===== config.mk =====
export PLATFORM = sky130hd
export DESIGN_NAME = inertial_integrator_cal
export DESIGN_NICKNAME = d
export VERILOG_FILES = /design/src/rtl/inertial_integrator_cal.sv
export SDC_FILE = /design/constraint.sdc
export NUM_CORES = 1
export LEC_CHECK = 0
export BUFFER_PORTS_ARGS = -buffer_cell sky130_fd_sc_hd__buf_2
export CAP_MARGIN = 25
export CELL_PAD_IN_SITES_DETAIL_PLACEMENT = 1
export CELL_PAD_IN_SITES_GLOBAL_PLACEMENT = 2
export CORE_ASPECT_RATIO = 2
export CORE_MARGIN = 5
export CORE_UTILIZATION = 40
export DETAILED_ROUTE_END_ITERATION = 8
export PLACE_DENSITY_LB_ADDON = 0.1
export SLEW_MARGIN = 20
export SYNTH_ARGS = -nofsm -noshare
export SYNTH_HDL_FRONTEND = slang
export SYNTH_SLANG_ARGS = --single-unit

===== constraint.sdc =====
create_clock -name clk -period 16.22 [get_ports clk]
set_input_delay 2.433 -clock clk [delete_from_list [all_inputs] [get_ports clk]]
set_output_delay 2.433 -clock clk [all_outputs]
set_load 0.01 [all_outputs]

===== src/rtl/inertial_integrator_cal.sv =====
// Pitch integrator with complementary fusion against the AZ-derived pitch, and an
// on-demand calibration that averages 2^CAL_LOG2 gyro samples into the rate offset.
module inertial_integrator_cal #(
  parameter int             W           = 16,
  parameter int             INT_W       = 27,
  parameter int             OUT_SHIFT   = 11,
  parameter logic [W-1:0]   RT_OFFSET   = 16'h0050,
  parameter logic [W-1:0]   AZ_OFFSET   = 16'h00A0,
  parameter int             FUDGE       = 327,
  parameter int             FUSION_STEP = 1024,
  parameter int             CAL_LOG2    = 8
) (
  input  logic         clk,
  input  logic         rst_n,
  input  logic         vld,
  input  logic         cal_start,
  input  logic [W-1:0] ptch_rt,
  input  logic [W-1:0] AZ,
  output logic [W-1:0] ptch,
  output logic         ptch_vld,
  output logic         cal_busy,
  output logic         cal_done
);

  localparam int PW = 2 * W;
  localparam int SW = INT_W + 2;
  localparam int AW = W + CAL_LOG2;

  localparam logic signed [PW-1:0]     FUDGE_V  = PW'(FUDGE);
  localparam logic signed [SW-1:0]     FUS_POS  = SW'(FUSION_STEP);
  localparam logic signed [SW-1:0]     FUS_NEG  = -FUS_POS;
  localparam logic signed [SW-1:0]     SAT_MAX  = {3'b000, {(INT_W-1){1'b1}}};
  localparam logic signed [SW-1:0]     SAT_MIN  = {3'b111, {(INT_W-1){1'b0}}};
  localparam logic [CAL_LOG2:0]        CAL_LAST = (CAL_LOG2+1)'((1 << CAL_LOG2) - 1);

  typedef enum logic {RUN, CAL} state_t;

  state_t                  state_reg,    state_next;
  logic signed [INT_W-1:0] ptch_int_reg, ptch_int_next;
  logic signed [W-1:0]     rt_off_reg,   rt_off_next;
  logic signed [AW-1:0]    cal_acc_reg,  cal_acc_next;
  logic [CAL_LOG2:0]       cal_cnt_reg,  cal_cnt_next;
  logic                    ptch_vld_reg, ptch_vld_next;
  logic                    cal_done_reg, cal_done_next;

  logic signed [W:0]       rt_comp;
  logic signed [PW-1:0]    az_diff;
  logic signed [PW-1:0]    ptch_acc;
  logic signed [PW-1:0]    ptch_ext;
  logic signed [SW-1:0]    sum;
  logic signed [INT_W-1:0] sum_sat;
  logic signed [AW-1:0]    cal_sum;

  assign ptch     = ptch_int_reg[OUT_SHIFT+W-1:OUT_SHIFT];
  assign ptch_vld = ptch_vld_reg;
  assign cal_busy = (state_reg == CAL);
  assign cal_done = cal_done_reg;

  assign rt_comp  = {ptch_rt[W-1], ptch_rt} - {rt_off_reg[W-1], rt_off_reg};
  assign az_diff  = {{W{AZ[W-1]}}, AZ} - {{W{AZ_OFFSET[W-1]}}, AZ_OFFSET};
  // Shifted product fits in 2W-13 bits, so comparing it sign-extended is the same compare.
  assign ptch_acc = (az_diff * FUDGE_V) >>> 13;
  assign ptch_ext = {{(PW-W){ptch[W-1]}}, ptch};

  assign sum = {{2{ptch_int_reg[INT_W-1]}}, ptch_int_reg}
             - {{(SW-W-1){rt_comp[W]}}, rt_comp}
             + ((ptch_acc > ptch_ext) ? FUS_POS : FUS_NEG);

  always_comb begin
    sum_sat = sum[INT_W-1:0];
    if (sum > SAT_MAX)      sum_sat = SAT_MAX[INT_W-1:0];
    else if (sum < SAT_MIN) sum_sat = SAT_MIN[INT_W-1:0];
  end

  assign cal_sum = cal_acc_reg + {{CAL_LOG2{ptch_rt[W-1]}}, ptch_rt};

  always_comb begin
    state_next    = state_reg;
    ptch_int_next = ptch_int_reg;
    rt_off_next   = rt_off_reg;
    cal_acc_next  = cal_acc_reg;
    cal_cnt_next  = cal_cnt_reg;
    ptch_vld_next = 1'b0;
    cal_done_next = cal_done_reg;

    // cal_start outranks a coincident vld in both states; that sample is dropped.
    if (cal_start) begin
      state_next    = CAL;
      ptch_int_next = '0;
      cal_acc_next  = '0;
      cal_cnt_next  = '0;
    end else if (vld) begin
      case (state_reg)
        RUN: begin
          ptch_int_next = sum_sat;
          ptch_vld_next = 1'b1;
        end
        CAL: begin
          if (cal_cnt_reg == CAL_LAST) begin
            // Floor-divide by taking the upper bits of the arithmetic sum.
            rt_off_next   = cal_sum[CAL_LOG2+W-1:CAL_LOG2];
            cal_done_next = 1'b1;
            state_next    = RUN;
            ptch_int_next = '0;
            cal_acc_next  = '0;
            cal_cnt_next  = '0;
          end else begin
            cal_acc_next = cal_sum;
            cal_cnt_next = cal_cnt_reg + 1'b1;
          end
        end
        default: state_next = RUN;
      endcase
    end
  end

  always_ff @(posedge clk or negedge rst_n) begin
    if (!rst_n) begin
      state_reg    <= RUN;
      ptch_int_reg <= '0;
      rt_off_reg   <= RT_OFFSET;
      cal_acc_reg  <= '0;
      cal_cnt_reg  <= '0;
      ptch_vld_reg <= 1'b0;
      cal_done_reg <= 1'b0;
    end else begin
      state_reg    <= state_next;
      ptch_int_reg <= ptch_int_next;
      rt_off_reg   <= rt_off_next;
      cal_acc_reg  <= cal_acc_next;
      cal_cnt_reg  <= cal_cnt_next;
      ptch_vld_reg <= ptch_vld_next;
      cal_done_reg <= cal_done_next;
    end
  end

endmodule


==> results.md <==
- R2r worst-path depth: 25
- Detailed Place HPWL: 29,600 um
- Layout cell share with drive strength beyond 1: 9.53%
- Num CTS Buffers: 9
- Yosys top cell area share: 18.2%
- Final Hold Fails: 0
- CP delay by family, top: compound AO/OA/AOI/OAI gates
- ANT cells: 0
- Worst clock skew: ~0.014 ns
- Post-synth top cells: inv_1 (210), ha_1 (157), nor2_1 (88)
- Reg clk slew, reported paths: roughly 0.070 ns
- Remaining DRCs: 0
- H-tree levels: 3
- Via density: 5.54
- Fill count: 3,268
- Aggregate routed wire length: 34,100 um
- CP bufs+invs: 7
- Mapped Avg Cell Area: 8.66 um^2
- Most frequent cell after synthesis: inv_1
- RSZ-0062 raised after global routing: no
- Pwr dens: approximately 150 mW/mm^2
- P_leak: 5.85 nW
- Largest net degree at the start of global routing: 67
- Die Span Y: 243 um
- Die Area: 0.0306 mm^2
- Cell mode on critical path: ha_1
- Final min period: around 14 ns
- CTS tree: yes
- Max Clock Freq: 0.0690 GHz
- Top cells by area, synth: ha_1 (18%), dfrtp_1 (18%), fa_1 (14%)
- Rel. slew slack: 36.2%
- Worst EP required: about 16 ns
- GPL Wtd Cong: 0.874
- Synth Flop Type: dfrtp_1
- Async set-reset flop share out of synthesis: 100%
- Vias in the first global route: between 10,000 and 15,000
- VDD IR max: ~110 uV
- Largest register FFs: 27
- Final period util: 89.4%
- FF+latch count, synth: 79
- Reg2reg end: ptch_int_reg[0]$_DFFE_PN0P_
- Die X: between 100 and 150 um
- Outcome: finished clean
- CP Launch Type: primary input
- Worst Max-Slew Pin Slew: 0.950 ns
- WHS: about 0.47 ns
- Ys Warns: 0
- CP max stage cell: or4b_2
- Input/output buffers: 54
- Worst-Skew Late Latency: 0.37 ns
- Setup slack after layout: 1.72 ns
- Setup crit end kind: register
- I/O pin cnt: 55
- Detailed Routing Iterations Pass 1: 6
- Number of flops mapped to enable cells by yosys: 0
- Slew Viols, Final: 0
- Iter 0 DRT Violations: between 200 and 250
- Synth unique cells: 76
- Dpl ws: 1.32 ns
- Post-CTS resize count: 0
- Max clock buf depth: 2
- Min-delay worst type: register to register
- Clock root cell: clkbuf_16
- Slowest stage delay, CP: 0.67 ns
- Grt total ovfl: 0
- Core Footprint: approximately 0.027 mm^2
- Initial core utilization: 40.4%
- Worst hold path startpoint: cal_done$_DFFE_PN0P_
- Via count: 9,082
- Initial antenna violation count: 0
- Sequential fraction of the synthesis area: 18.3%
- Crit path kind: primary input to register
- Postcts setup bufs: 0
- Hold path cells: 1
- WP data arrival: 14.75 ns
- R2R Path Start: ptch_int_reg[1]$_DFFE_PN0P_
- First-pass GRT wire length: 54,200 um
- Reg-to-reg slack, setup: 9.32 ns
- GRT Util Overall: 22.7%
- Critical-path maximum fanout: 23
- Synthesized Nets: 1,516
- Max cap viols: 0
- Layout area overhead: 8.49%
- Clock net sink count: 79
- Num rows: 85
- Fin Setup TNS: 0 ns
- Nets: 1,552
- Syn Inst Count: 1,250
- Final non-filler cell total: ~1,600
- Hold endpoint: cal_done$_DFFE_PN0P_
- Post-DRT Antenna Nets: 0
- Synth area leader: ha_1
- Cells after DPL: 1,623
- Final setup violation count: 0
- Hold-fix buffers at CTS: 0
- Post-Syn Area: 0.0108 mm^2
- Routed len/inst: 20.8 um
## report_power, final
| group | switching (mW) | leakage, nW | internal (mW) | total, mW |
|---|---|---|---|---|
| sequential | 0.00617 | 1.02 | 0.206 | 0.213 |
| clock | 0.0941 | 0.170 | 0.155 | 0.249 |
| combinational | 0.791 | 4.66 | 0.517 | 1.31 |
| total | 0.891 | 5.85 | 0.879 | 1.77 |
## metal layers
| layer | routed length, um | track usage [%] |
|---|---|---|
| met2 | 20800 | 48.0 |
| met1 | 10400 | 19.2 |
| met3 | 680 | 2.16 |
| met4 | 2210 | 13.7 |
| met5 | 0 | 0 |
## how the worst max path moves through the flow
| stage | end | cells past startpoint | slack [ns] | from |
|---|---|---|---|---|
| CTS | ptch_int_reg[0]$_DFFE_PN0P_ | 46 | 1.67 | AZ[5] |
| global route | ptch_int_reg[0]$_DFFE_PN0P_ | 46 | 0.86 | AZ[5] |
| floorplan | ptch_int_reg[10]$_DFFE_PN0P_ | 46 | 2.80 | AZ[5] |
| global placement | ptch_int_reg[24]$_DFFE_PN0P_ | 45 | 1.57 | AZ[5] |
| detailed placement | ptch_int_reg[0]$_DFFE_PN0P_ | 46 | 1.32 | AZ[5] |
| finish | ptch_int_reg[0]$_DFFE_PN0P_ | 46 | 1.72 | AZ[5] |
## cell families after synthesis
logic type,after synthesis,share of synthesized area (%)
AOI/OAI and AO/OA,298,19.5
muxes,8,0.809
and+or+nand+nor,295,13.0
buffers and inverters,250,9.46
xor gates and xnor gates,90,7.28
adders and majority gates,230,31.7
DFF,79,18.3
## through the flow
stage          instance area [um^2]  power (mW)  util (%)
6_report                      11700        1.77      43.8
3_5_place_dp                  11400        1.55      42.5
5_1_grt                       11700        1.97      43.8
3_3_place_gp                  11400        1.52      42.5
4_1_cts                       11700        1.81      43.8
2_1_floorplan                 10800        1.17         -
## placed cells by master (no fill, tap or decap), drive strengths merged, types with 3 or more instances in the layout
cell type	count
inv	212
ha	157
nor2	88
nand2	80
dfrtp	77
a21oi	77
fa	73
xnor2	68
buf	64
o21ai	57
nor3	33
nand3	24
xor2	22
a221o	22
a22o	18
a211oi	18
o21a	17
a21o	16
or2	13
o211ai	12
clkbuf	11
nand2b	10
nor2b	10
a211o	7
a31oi	7
o31ai	7
nand4	6
o21bai	6
and2	6
mux2	6
o2111ai	5
a2111oi	4
nor4b	4
nor3b	4
or3	3
and3	3
a21boi	3
o41ai	3
bufinv	3
nor4	3
## final cells by class
type / count / area (um^2) / share of cell area [%]
sequential: 79 / 1980 / 16.9
inverter: 211 / 792 / 6.75
timing repair buffer: 64 / 355 / 3.03
multi-input combinational: 921 / 7830 / 66.7
clock inverter: 5 / 104 / 0.885
clock buffer: 11 / 243 / 2.07
tap: 348 / 435 / 3.71
Power figures use the tool's default switching activity.
